`src/rtl/activation_writeback_if.sv`:
```
`default_nettype none
// +-----------------------------------------------------------------------+
// | activation_writeback_if : job control, activation stream, buffer write |
// | Rev 1.0                                                               |
// +-----------------------------------------------------------------------+
interface activation_writeback_if #(
  parameter int DATA_W = 8,
  parameter int LANES  = 4,
  parameter int ADDR_W = 8
);
  logic                     start;
  logic [ADDR_W-1:0]        base_addr;
  logic [ADDR_W-1:0]        row_len;
  logic                     act_valid;
  logic [DATA_W-1:0]        act_data;
  logic                     act_ready;
  logic                     wr_en;
  logic [ADDR_W-1:0]        wr_addr;
  logic [DATA_W*LANES-1:0]  wr_data;
  logic [LANES-1:0]         wr_strb;
  logic                     wr_ready;
  logic                     busy;
  logic                     done;

  modport master (
    output start, base_addr, row_len, act_valid, act_data, wr_ready,
    input  act_ready, wr_en, wr_addr, wr_data, wr_strb, busy, done
  );

  modport slave (
    input  start, base_addr, row_len, act_valid, act_data, wr_ready,
    output act_ready, wr_en, wr_addr, wr_data, wr_strb, busy, done
  );
endinterface
`default_nettype wire

```
`src/rtl/activation_writeback.sv`:
```
`default_nettype none
// +-----------------------------------------------------------------------+
// | activation_writeback : packs activations LANES-wide, writes to buffer  |
// | Rev 1.0                                                               |
// +-----------------------------------------------------------------------+
module activation_writeback #(
  parameter int DATA_W = 8,
  parameter int LANES  = 4,
  parameter int ADDR_W = 8
) (
  input  logic                   clk,
  input  logic                   rst,
  activation_writeback_if.slave  s_bus
);

  localparam int LANE_W = (LANES > 1) ? $clog2(LANES) : 1;
  localparam int WORD_W = DATA_W * LANES;

  typedef enum logic [1:0] {
    S_IDLE    = 2'd0,
    S_COLLECT = 2'd1,
    S_WRITE   = 2'd2,
    S_DONE    = 2'd3
  } state_t;

  state_t              r_state;
  state_t              w_next;
  logic [LANE_W-1:0]   r_lane;
  logic [ADDR_W-1:0]   r_remaining;
  logic [ADDR_W-1:0]   r_addr;
  logic [WORD_W-1:0]   r_data;
  logic [LANES-1:0]    r_strb;

  logic w_act_ready;
  logic w_wr_en;
  logic w_busy;
  logic w_done;
  logic w_accept;
  logic w_retire;
  logic w_last_lane;
  logic w_last_elem;
  logic w_start_job;

  assign w_accept    = s_bus.act_valid && w_act_ready;
  assign w_retire    = w_wr_en && s_bus.wr_ready;
  assign w_last_lane = (r_lane == LANE_W'(LANES - 1));
  assign w_last_elem = (r_remaining == ADDR_W'(1));
  assign w_start_job = (r_state == S_IDLE) && s_bus.start && (s_bus.row_len != '0);

  always_ff @(posedge clk or negedge rst) begin
    if (!rst) begin
      r_state <= S_IDLE;
    end else begin
      r_state <= w_next;
    end
  end

  always_comb begin
    w_next      = r_state;
    w_act_ready = 1'b0;
    w_wr_en     = 1'b0;
    w_busy      = 1'b0;
    w_done      = 1'b0;
    case (r_state)
      S_IDLE: begin
        if (s_bus.start) begin
          w_next = (s_bus.row_len != '0) ? S_COLLECT : S_DONE;
        end
      end
      S_COLLECT: begin
        w_act_ready = 1'b1;
        w_busy      = 1'b1;
        if (s_bus.act_valid && (w_last_lane || w_last_elem)) begin
          w_next = S_WRITE;
        end
      end
      S_WRITE: begin
        w_wr_en = 1'b1;
        w_busy  = 1'b1;
        if (s_bus.wr_ready) begin
          w_next = (r_remaining == '0) ? S_DONE : S_COLLECT;
        end
      end
      S_DONE: begin
        w_done = 1'b1;
        w_next = S_IDLE;
      end
      default: w_next = S_IDLE;
    endcase
  end

  // Unwritten lanes stay zero because the word is cleared on start and on every retire.
  always_ff @(posedge clk or negedge rst) begin
    if (!rst) begin
      r_lane      <= '0;
      r_remaining <= '0;
      r_addr      <= '0;
      r_data      <= '0;
      r_strb      <= '0;
    end else if (w_start_job) begin
      r_addr      <= s_bus.base_addr;
      r_remaining <= s_bus.row_len;
      r_lane      <= '0;
      r_data      <= '0;
      r_strb      <= '0;
    end else if (w_accept) begin
      for (int k = 0; k < LANES; k++) begin
        if (r_lane == LANE_W'(k)) begin
          r_data[k*DATA_W +: DATA_W] <= s_bus.act_data;
          r_strb[k]                  <= 1'b1;
        end
      end
      r_lane      <= r_lane + LANE_W'(1);
      r_remaining <= r_remaining - ADDR_W'(1);
    end else if (w_retire) begin
      r_addr <= r_addr + ADDR_W'(1);
      r_lane <= '0;
      r_data <= '0;
      r_strb <= '0;
    end
  end

  assign s_bus.act_ready = w_act_ready;
  assign s_bus.wr_en     = w_wr_en;
  assign s_bus.wr_addr   = r_addr;
  assign s_bus.wr_data   = r_data;
  assign s_bus.wr_strb   = r_strb;
  assign s_bus.busy      = w_busy;
  assign s_bus.done      = w_done;

endmodule
`default_nettype wire

```
`src/flat_wrapper.sv`:
```
// flat-port wrapper written by rule: the top's interface ports become plain ports
module activation_writeback_flat 
#(
  parameter int DATA_W = 8,
  parameter int LANES  = 4,
  parameter int ADDR_W = 8
)
  (clk, rst, s_bus_start, s_bus_base_addr, s_bus_row_len, s_bus_act_valid, s_bus_act_data, s_bus_wr_ready, s_bus_act_ready, s_bus_wr_en, s_bus_wr_addr, s_bus_wr_data, s_bus_wr_strb, s_bus_busy, s_bus_done);
  activation_writeback_if #(.DATA_W(DATA_W), .LANES(LANES), .ADDR_W(ADDR_W)) s_bus_i ();
  input  logic clk;
  input  logic rst;
  input wire logic [$bits(s_bus_i.start)-1:0] s_bus_start;
  input wire logic [$bits(s_bus_i.base_addr)-1:0] s_bus_base_addr;
  input wire logic [$bits(s_bus_i.row_len)-1:0] s_bus_row_len;
  input wire logic [$bits(s_bus_i.act_valid)-1:0] s_bus_act_valid;
  input wire logic [$bits(s_bus_i.act_data)-1:0] s_bus_act_data;
  input wire logic [$bits(s_bus_i.wr_ready)-1:0] s_bus_wr_ready;
  output wire logic [$bits(s_bus_i.act_ready)-1:0] s_bus_act_ready;
  output wire logic [$bits(s_bus_i.wr_en)-1:0] s_bus_wr_en;
  output wire logic [$bits(s_bus_i.wr_addr)-1:0] s_bus_wr_addr;
  output wire logic [$bits(s_bus_i.wr_data)-1:0] s_bus_wr_data;
  output wire logic [$bits(s_bus_i.wr_strb)-1:0] s_bus_wr_strb;
  output wire logic [$bits(s_bus_i.busy)-1:0] s_bus_busy;
  output wire logic [$bits(s_bus_i.done)-1:0] s_bus_done;
  assign s_bus_i.start = s_bus_start;
  assign s_bus_i.base_addr = s_bus_base_addr;
  assign s_bus_i.row_len = s_bus_row_len;
  assign s_bus_i.act_valid = s_bus_act_valid;
  assign s_bus_i.act_data = s_bus_act_data;
  assign s_bus_i.wr_ready = s_bus_wr_ready;
  assign s_bus_act_ready = s_bus_i.act_ready;
  assign s_bus_wr_en = s_bus_i.wr_en;
  assign s_bus_wr_addr = s_bus_i.wr_addr;
  assign s_bus_wr_data = s_bus_i.wr_data;
  assign s_bus_wr_strb = s_bus_i.wr_strb;
  assign s_bus_busy = s_bus_i.busy;
  assign s_bus_done = s_bus_i.done;
  activation_writeback #(.DATA_W(DATA_W), .LANES(LANES), .ADDR_W(ADDR_W)) u_core (.clk(clk), .rst(rst), .s_bus(s_bus_i));
endmodule
```
`config.mk`:
```
export PLATFORM = sky130hd
export DESIGN_NAME = activation_writeback_flat
export DESIGN_NICKNAME = d
export VERILOG_FILES = /design/src/rtl/activation_writeback_if.sv /design/src/rtl/activation_writeback.sv /design/src/flat_wrapper.sv
export SDC_FILE = /design/constraint.sdc
export NUM_CORES = 1
export LEC_CHECK = 0
export CAP_MARGIN = 20
export CELL_PAD_IN_SITES_DETAIL_PLACEMENT = 1
export CELL_PAD_IN_SITES_GLOBAL_PLACEMENT = 2
export CORE_UTILIZATION = 29
export CTS_CLUSTER_SIZE = 28
export DETAILED_ROUTE_END_ITERATION = 6
export PLACE_DENSITY = 0.86
export SLEW_MARGIN = 20
export SYNTH_ARGS = -nofsm -noshare
export SYNTH_HDL_FRONTEND = slang
export SYNTH_SLANG_ARGS = --single-unit
```
`constraint.sdc`:
```
create_clock -name clk -period 2.5 [get_ports clk]
set_input_delay 0.5 -clock clk [delete_from_list [all_inputs] [get_ports clk]]
set_output_delay 0.5 -clock clk [all_outputs]
set_load 0.005 [all_outputs]
```
==> results of run 1 <==
[metrics by stage]
stage	worst slack [ps]	cell area [um^2]
2_1_floorplan	662.4	2671
3_3_place_gp	263.1	3646
3_5_place_dp	235.1	3646
4_1_cts	194.0	3742
5_1_grt	128.7	3742
6_report	233.8	3742
[layout make-up]
type                       count  share of cell area, %
clock buffer                   6                  2.207
clock inverter                 2                 0.3678
inverter                      10                  1.003
multi-input combinational    186                  31.70
sequential                    56                  37.45
tap                          108                  3.611
timing repair buffer          90                  23.67
[metal layers]
| metal | global-route usage, % | vias to the layer above | part of all wire [%] |
|---|---|---|---|
| li1 | - | 1099 | - |
| met5 | 0 | - | 0 |
| met4 | 4.196 | 0 | 1.1 |
| met2 | 27.52 | 63 | 46 |
| met1 | 23.28 | 1144 | 48 |
| met3 | 4.438 | 10 | 5.2 |
[cells in the mapped netlist, drive strengths merged]
| master | count |
|---|---|
| nor3b | 1 |
| and2 | 2 |
| nand2 | 21 |
| nand3 | 8 |
| o21ai | 16 |
| nor3 | 5 |
| a21oi | 8 |
| nor2 | 39 |
| nor4b | 2 |
| mux2 | 2 |
| and3 | 5 |
| nand4 | 1 |
| o31a | 1 |
| a31oi | 1 |
| or4 | 2 |
| a222oi | 1 |
| a22oi | 33 |
| mux2i | 2 |
| xnor2 | 10 |
| ha | 13 |
| inv | 10 |
| nor2b | 1 |
| dfrtp | 56 |
| and4 | 1 |
| clkbuf | 15 |
| nor4 | 4 |
| xor2 | 3 |
| o21a | 4 |
[state kept, by name, summed over array words and instances, names as in the netlist]
signal,count
u_core.s_bus.wr_strb,4
u_core.r_state,2
u_core.s_bus.wr_addr,8
u_core.r_remaining,8
u_core.s_bus.wr_data,32
u_core.r_lane,2
[power by group]
group          total [mW]  internal [mW]  switching, mW  leakage, nW
registers            1.49           1.21          0.286        0.741
clock network       0.548          0.228          0.320       0.0516
logic                1.73          0.930          0.801        0.814
[critical path: cells and delay by family (launching register included)]
kind | cells | cell delay [ps]
flip-flops | 1 | 420
buffers and inverters | 2 | 680
adder cells (fa/ha/maj) | 1 | 360
[logic make-up after synthesis]
family,after synthesis
adders and majority gates,13
buffers and inverters,25
muxes,4
xor gates and xnor gates,13
and+or+nand+nor,92
AOI/OAI and AO/OA,64
DFF,56
[worst min-delay path by stage]
stage | startpoint | endpoint | slack (ps) | depth (start not counted)
CTS | rst | u_core.r_state[1]$_DFFE_PN0P_ | 200 | 1
global route | rst | u_core.s_bus.wr_data[31]$_DFFE_PN0P_ | 220 | 1
floorplan | rst | u_core.r_lane[0]$_DFFE_PN0P_ | 200 | 0
detailed placement | u_core.s_bus.wr_strb[0]$_DFFE_PN0P_ | u_core.s_bus.wr_strb[0]$_DFFE_PN0P_ | 490 | 1
finish | rst | u_core.r_state[1]$_DFFE_PN0P_ | 180 | 1
global placement | u_core.s_bus.wr_strb[0]$_DFFE_PN0P_ | u_core.s_bus.wr_strb[0]$_DFFE_PN0P_ | 490 | 1
==> key figures, run 1 <==
Setup path
  • CP endpoint: s_bus_act_ready
  • Reg2reg setup slack: 470 ps
  • Worst path max stage delay: about 570 ps
  • Crit path kind: flip-flop to primary output
  • Critical Path, Cell by Cell: inv_1 > ha_1 > clkdlybuf4s50_1
  • Critical R2R Capture: u_core.r_remaining[7]$_DFFE_PN0P_
  • FF-to-FF path depth: 6
  • CP arrival: 1770 ps
  • Crit-path slowest cell: clkdlybuf4s50_1
  • Critical Path RT: 2000 ps
  • Reg2reg start: u_core.r_state[1]$_DFFE_PN0P_
  • Critical path capture point type: primary output
  • Element type at the critical path start: flip-flop
  • Critical Path Source: u_core.r_state[1]$_DFFE_PN0P_
  • Crit Path Max Fanout: 11

Timing
  • Slew at the pin closest to its max-slew limit: 614.3 ps
  • Worst relative slew slack: 59.04%
  • F_max: roughly 0.44 GHz
  • Min cycle time layout: 2266 ps
  • Crit share post-route: 90.65%
  • Final Skew: around 5.6 ps
  • Setup TNS: 0 ps
  • Fin Hold WS: 181.2 ps
  • Final setup vio count: 0
  • Number of failing hold endpoints at the final stage: 0
  • Slew Viols, Final: 0
  • RSZ-0062 raised after global routing: false

Final layout
  • FF+latch area: 1401 um^2
  • Util after Layout: a little over two fifths
  • Layout cell share with drive strength beyond 1: 8.000%
  • Cell Count, Final, Fillers Out: 458
  • P&R area growth vs syn: 40.09%
  • N_diodes: 0
  • Most frequent cells in the layout: clkdlybuf4s50_1 (75), dfrtp_1 (56), nor2_1 (39)
  • Multi-input gate area: between 1000 and 1500 um^2
  • Commonest non-fill, non-tap cell in the layout: clkdlybuf4s50_1
  • Final Net Count: 391
  • Filler Cell Count: between 900 and 1000

Clocking
  • Hold_buf cts: 0
  • Root Driver: clkbuf_8
  • CTS tree: yes
  • Post_cts resized: 0
  • Clock Latency Late Sink: 320 ps
  • Post-CTS Setup Bufs: 0
  • CTS Buf Count: 5
  • CTS sink count: 56
  • Clock slew at reported path FFs: 100 ps
  • H-tree levels: 2
  • Clock tree buffer depth: 2

GRT
  • Number of global-route vias before repair: 2544
  • GR Overflow Total: 0
  • Initial antenna violation count: 0
  • All-layer global routing usage: 17.22%
  • First-pass GRT wire length: between 10000 and 15000 um
  • Largest net degree at the start of global routing: 37

Power and ir drop
  • Lkg Pwr: approximately 1.6 nW
  • Total power: 3.774 mW
  • PwrDens: 1008 nW/um^2
  • Max VDD drop: 355.9 uV

Floorplanning
  • Initial core utilization: 30.34%
  • Die area: 9599 um^2
  • Rows: 34
  • Die W: 97.98 um
  • Die height: 97.98 um
  • Core footprint: 8806 um^2
  • Top Ports: 77

Logic synthesis
  • XOR/XNOR Fraction of Synth Area: ~4.3%
  • Simple-gate portion of the synthesized area: roughly 16%
  • Adder-cell share of the synthesized area: 6.089%
  • Post-synth top area share: between 50% and 60%
  • Sequential area share after synthesis: 52.46%
  • Post-Syn Area per Cell: 10.00 um^2
  • Syn_nets: 309
  • Post-Syn Instances: 267
  • Leading area contributor after synthesis: dfrtp_1
  • Compound-Gate Fraction of Synth Area: 16.02%
  • Synthesis-stage register bit count: 56
  • Unique masters post-synth: 32
  • Synth warnings: 0
  • Largest family of logic cells by synthesized area: simple AND/OR/NAND/NOR gates
  • Post-synthesis cell area: roughly 2700 um^2
  • Mux contribution to synthesized area: 1.593%
  • Dominant cells by area after synthesis: dfrtp_1 (52%), a22oi_1 (9.0%), ha_1 (6.1%), nor2_1 (5.5%), xnor2_1 (3.3%)

Place
  • Routability cong.: 0.7699
  • Inst Count DP: 450
  • PortBufs: 76
  • Dpl hpwl: 5715 um

Route
  • DR vias/cell: 5.057
  • Drt wl/cell: 17.22 um
  • 1st-iter DRT viols: 81
  • Total routed wirelength: about 8000 um
  • Vias: 2316
  • Drt first pass iters: 7
  • Final antenna-violating net count: 0
  • DRC viols: 7

Outcome
  • Violations in the final reports: DRC
  • Status: finished with violations

Job
  • Max Cap Viol: 0

Worst hold path
  • Worst hold path type: input pin to async pin
(Power assumes the default switching activity.)
==> inputs of run 2 (changes only) <==
--- a/config.mk
+++ b/config.mk
@@ -8,10 +8,12 @@
 export CAP_MARGIN = 20
 export CELL_PAD_IN_SITES_DETAIL_PLACEMENT = 1
 export CELL_PAD_IN_SITES_GLOBAL_PLACEMENT = 2
-export CORE_UTILIZATION = 29
+export CORE_UTILIZATION = 38
 export CTS_CLUSTER_SIZE = 28
 export DETAILED_ROUTE_END_ITERATION = 6
-export PLACE_DENSITY = 0.86
+export DONT_BUFFER_PORTS = 1
+export PLACE_DENSITY = 0.84
+export SKIP_CTS_REPAIR_TIMING = 1
 export SLEW_MARGIN = 20
 export SYNTH_ARGS = -nofsm -noshare
 export SYNTH_HDL_FRONTEND = slang
==> constraint.sdc (replaced) <==
create_clock -name clk -period 2.6 [get_ports clk]
set_input_delay 0.52 -clock clk [delete_from_list [all_inputs] [get_ports clk]]
set_output_delay 0.52 -clock clk [all_outputs]
set_load 0.005 [all_outputs]
==> key figures, run 2 (synthesized netlist as in run 1, its figures left out) <==
Final layout
  • Layout cell share with drive strength beyond 1: between 8 and 9%
  • P&R area growth vs syn: 10.68%
  • Most frequent cells in the layout: dfrtp_1 (56), nor2_1 (39), a22oi_1 (32)
  • Filler Cell Count: 784
  • Final Net Count: 313
  • Commonest non-fill, non-tap cell in the layout: dfrtp_1
  • N_diodes: 0
  • Util after Layout: 43.52%
  • Design area: 2957 um^2
  • Cell Count, Final, Fillers Out: 368
  • Number of flip-flops in the largest register: 32

GRT
  • Initial antenna violation count: 0
  • First-pass GRT wire length: 11210 um
  • Largest net degree at the start of global routing: 57
  • All-layer global routing usage: about a fifth
  • GR Overflow Total: 0
  • Number of global-route vias before repair: 2154

Place
  • Inst Count DP: 359
  • Place WS: 529.8 ps
  • Dpl hpwl: 4820 um
  • Post-place instance area: 2840 um^2
  • PortBufs: 0
  • Routability cong.: ~0.75

Timing
  • F_max: 0.4798 GHz
  • Slew Viols, Final: 0
  • Slew at the pin closest to its max-slew limit: 601.9 ps
  • Worst relative slew slack: 59.78%
  • Number of failing hold endpoints at the final stage: 0
  • Final Skew: 8.464 ps
  • Setup TNS: 0 ps
  • RSZ-0062 raised after global routing: false
  • Min cycle time layout: 2084 ps
  • Final setup vio count: 0
  • Worst setup margin: 515.8 ps
  • Crit share post-route: 80.16%
  • Fin Hold WS: roughly 55 ps

Setup path
  • Critical path capture point type: flip-flop
  • Critical Path RT: 2800 ps
  • Cell family with the largest share of critical-path delay: simple AND/OR/NAND/NOR gates
  • Crit Path Max Fanout: 12
  • CP arrival: about 2300 ps
  • Crit path kind: flip-flop to flip-flop
  • Reg2reg setup slack: 520 ps
  • Critical Path, Cell by Cell: inv_1 > ha_1 > nand2_1 > nor4b_1 > xnor2_1 > o21ai_1
  • FF-to-FF path depth: 6
  • Worst path max stage delay: 450 ps
  • Reg2reg start: u_core.r_state[1]$_DFFE_PN0P_
  • Critical R2R Capture: u_core.r_remaining[7]$_DFFE_PN0P_
  • Instance count on the critical path: 6
  • Element type at the critical path start: flip-flop
  • Crit-path slowest cell: nor4b_1
  • Buf/Inv on CP: 1

Power and ir drop
  • PwrDens: 1042 nW/um^2
  • Max VDD drop: 290.7 uV
  • Internal: 1.836 mW
  • Sequential share of power: 47.9%
  • Clock share of power: 15.8%
  • Net Sw Frac: about two fifths
  • Lkg Pwr: about 1.3 nW
  • P_sw: 1.244 mW
  • Logic pwr share: 36.3%
  • Total power: 3.080 mW

Clocking
  • Clock tree buffer depth: 2
  • Root Driver: clkbuf_8
  • CTS tree: yes
  • Clock slew at reported path FFs: around 110 ps
  • Clock Latency Late Sink: 310 ps
  • H-tree levels: 2
  • CTS sink count: 56
  • CTS Buf Count: 5

Floorplanning
  • Rows: 30
  • Die area: 7369 um^2
  • Die height: 85.85 um
  • Die W: 85.85 um
  • Core footprint: 6794 um^2
  • Top Ports: 77
  • Initial core utilization: 39.32%

Job
  • Max Cap Viol: 0

Route
  • Total routed wirelength: 6917 um
  • DR vias/cell: 5.446
  • DRC viols: 0
  • Drt wl/cell: ~19 um
  • Drt first pass iters: 4
  • Final antenna-violating net count: 0
  • Vias: 2004
  • 1st-iter DRT viols: 80

Outcome
  • Status: finished, final reports clean

Worst hold path
  • Worst hold path type: input pin to async pin
==> run 2: cell types whose count changed in the layout (fill, tap and decap cells not counted) <==
cell             before  now
clkdlybuf4s50_1      75    0
buf_4                12   10
buf_12                2    1
buf_16                0    1
buf_2                 1    0
clkbuf_1              0    1
clkbuf_8              6    5
clkinv_2              1    0
clkinv_4              0    1
clkinvlp_4            0    1
inv_6                 1    0
==> run 2: per-layer routing <==
layer	up-vias	track usage, %	wire length [um]
li1	936	-	-
met1	1012	26.00	2964
met2	48	32.36	3490
met3	8	5.197	380
met4	0	5.455	82
met5	-	0	0
==> run 2: power groups by stage <==
| stage | clock (mW) | combinational (mW) | sequential (mW) |
|---|---|---|---|
| finish | 0.485 | 1.12 | 1.48 |
| global route | 0.528 | 1.28 | 1.53 |
| CTS | 0.507 | 1.11 | 1.48 |
| detailed placement | 0 | 1.11 | 1.50 |
| global placement | 0 | 1.07 | 1.48 |
| floorplan | 0 | 0.821 | 1.40 |
==> run 2: worst register-to-register path, stage by stage, from the launching register on <==
cell and delay, ps:
dfrtp_1 430, inv_1 110, ha_1 370, nand2_1 360
nor4b_1 450, xnor2_1 180, o21ai_1 70
==> run 2: layout make-up <==
class                      count  area (um^2)  share of cell area, %
multi-input combinational    186         1186                  40.12
clock buffer                   6        72.57                  2.455
clock inverter                 2        16.27                 0.5501
inverter                      10        37.54                  1.270
sequential                    56         1401                  47.40
timing repair buffer          12        122.6                  4.147
tap                           96        120.1                  4.063
==> run 2: how the worst max path moves through the flow <==
stage                                  start                                  end  slack, ps
5_1_grt        u_core.r_state[1]$_DFFE_PN0P_    u_core.r_remaining[7]$_DFFE_PN0P_        290
2_1_floorplan  u_core.r_state[1]$_DFFE_PN0P_  u_core.s_bus.wr_data[0]$_DFFE_PN0P_        760
3_3_place_gp   u_core.r_state[1]$_DFFE_PN0P_    u_core.r_remaining[7]$_DFFE_PN0P_        610
6_report       u_core.r_state[1]$_DFFE_PN0P_    u_core.r_remaining[7]$_DFFE_PN0P_        520
3_5_place_dp   u_core.r_state[1]$_DFFE_PN0P_    u_core.r_remaining[7]$_DFFE_PN0P_        530
4_1_cts        u_core.r_state[1]$_DFFE_PN0P_    u_core.r_remaining[7]$_DFFE_PN0P_        510
==> inputs of run 3 (changes only) <==
==> constraint.sdc (replaced) <==
create_clock -name clk -period 2 [get_ports clk]
set_input_delay 0.4 -clock clk [delete_from_list [all_inputs] [get_ports clk]]
set_output_delay 0.4 -clock clk [all_outputs]
set_load 0.005 [all_outputs]
==> key figures, run 3 (synthesized netlist as in run 1, its figures left out) <==
Setup path
  • Crit Path Max Fanout: 4
  • CP arrival: 2120 ps
  • Element type at the critical path start: flip-flop
  • Critical path capture point type: flip-flop
  • Critical Path RT: 2200 ps
  • Crit path kind: flip-flop to flip-flop

Floorplanning
  • Die area: 7369 um^2
  • Top Ports: 77
  • Die W: 85.85 um
  • Rows: 30
  • Initial core utilization: 39.32%
  • Die height: 85.85 um
  • Core footprint: 6794 um^2

Clocking
  • Root Driver: clkbuf_8
  • CTS Buf Count: 5
  • CTS tree: yes
  • H-tree levels: 2
  • Clock tree buffer depth: 2
  • CTS sink count: 56
  • Clock slew at reported path FFs: 110 ps
  • Clock Latency Late Sink: 320 ps

Final layout
  • P&R area growth vs syn: 13.35%
  • Layout cell share with drive strength beyond 1: 12.59%
  • Cell Count, Final, Fillers Out: 374
  • N_diodes: 0
  • Most frequent cells in the layout: dfrtp_1 (56), nor2_1 (39), a22oi_1 (32)
  • Number of flip-flops in the largest register: 32
  • Commonest non-fill, non-tap cell in the layout: dfrtp_1
  • Final Net Count: 319

Timing
  • Number of failing hold endpoints at the final stage: 0
  • Slew at the pin closest to its max-slew limit: 356.8 ps
  • Crit share post-route: 95.80%
  • Final setup vio count: 0
  • RSZ-0062 raised after global routing: false
  • F_max: 0.5219 GHz
  • Setup TNS: 0 ps
  • Min cycle time layout: 1916 ps
  • Final Skew: 12.96 ps
  • Slew Viols, Final: 0
  • Worst setup margin: 83.99 ps
  • Fin Hold WS: about 200 ps
  • Worst relative slew slack: 76.13%

Worst hold path
  • Worst hold path type: input pin to flip-flop

Power and ir drop
  • Internal: 2.445 mW
  • PwrDens: 1359 nW/um^2
  • Max VDD drop: 454.3 uV
  • P_sw: 1.669 mW
  • Lkg Pwr: 1.345 nW
  • Net Sw Frac: 40.57%
  • Logic pwr share: 37.3%
  • Sequential share of power: 46.5%
  • Clock share of power: 16.2%

GRT
  • GR Overflow Total: 0
  • All-layer global routing usage: 19.47%
  • First-pass GRT wire length: 11000 um
  • Initial antenna violation count: 0
  • Number of global-route vias before repair: 2039
  • Largest net degree at the start of global routing: 57

Route
  • 1st-iter DRT viols: 64
  • Final antenna-violating net count: 0
  • Vias: 1998
  • DRC viols: 0
  • Drt wl/cell: 18.56 um
  • Drt first pass iters: 4
  • DR vias/cell: 5.342
  • Total routed wirelength: about 6900 um

Place
  • Inst Count DP: 364
  • Routability cong.: about 0.77
  • Dpl hpwl: ~5000 um
  • Place WS: 40.87 ps
  • PortBufs: 0

Outcome
  • Status: finished, final reports clean

Job
  • Max Cap Viol: 0
-- run 3: cell count changes in the layout (fill, tap and decap cells not counted), sizes merged --
| cell | delta |
|---|---|
| dlygate4sd3 | +1 |
| buf | +5 |
| clkinvlp | +1 |
| clkbuf | -1 |
| clkinv | -1 |
| inv | +1 |
-- run 3: worst paths after layout --
path                                                        to                                 from  slack (ps)  cells after the start
hold reg to reg            u_core.s_bus.wr_strb[3]$_DFFE_PN0P_  u_core.s_bus.wr_strb[3]$_DFFE_PN0P_         540                      1
hold / removal             u_core.s_bus.wr_addr[4]$_DFFE_PN0P_                   s_bus_base_addr[4]         200                      2
max in group asynchronous         u_core.r_lane[1]$_DFFE_PN0P_                                  rst        1140                      2
min in group asynchronous  u_core.s_bus.wr_data[5]$_DFFE_PN0P_                                  rst         620                      2
setup / recovery                 u_core.r_state[1]$_DFFE_PN0P_    u_core.r_remaining[4]$_DFFE_PN0P_          80                      4
setup reg to reg                 u_core.r_state[1]$_DFFE_PN0P_    u_core.r_remaining[4]$_DFFE_PN0P_          80                      4
-- run 3: per-stage QoR --
step,power [mW],area [um^2],util (%)
after floorplan,2.892,2671,-
after global placement,3.376,2878,42.36
after detailed placement,3.448,2878,42.36
after CTS,4.118,2973,43.76
after global routing,4.424,3028,44.57
final,4.115,3028,44.57
-- run 3: area by class of cell --
type | instances | area (um^2)
timing repair buffer | 18 | 170.2
sequential | 56 | 1401
clock inverter | 3 | 26.28
fill | 781 | 3766
tap | 96 | 120.1
inverter | 10 | 37.54
clock buffer | 5 | 68.82
multi-input combinational | 186 | 1204
-- run 3: power groups by stage --
stage | Combinational [mW] | Clock [mW] | Sequential (mW)
final | 1.54 | 0.668 | 1.91
after global routing | 1.74 | 0.719 | 1.96
after global placement | 1.46 | 0 | 1.92
after detailed placement | 1.51 | 0 | 1.93
after CTS | 1.52 | 0.681 | 1.91
after floorplan | 1.07 | 0 | 1.82
-- run 3: worst max-delay path: stages (launching register included) --
cell	delay, ps
dfrtp_1	430
or4_4	560
nor4b_2	290
o31a_1	210
mux2_1	330
-- run 3: layer usage --
layer / vias to the layer above / GRT usage (%) / routed length, um
li1: 951 / - / -
met1: 1006 / 25.29 / 3176
met2: 39 / 33.45 / 3404
met3: 2 / 4.331 / 324
met4: 0 / 4.091 / 35
met5: - / 0 / 0
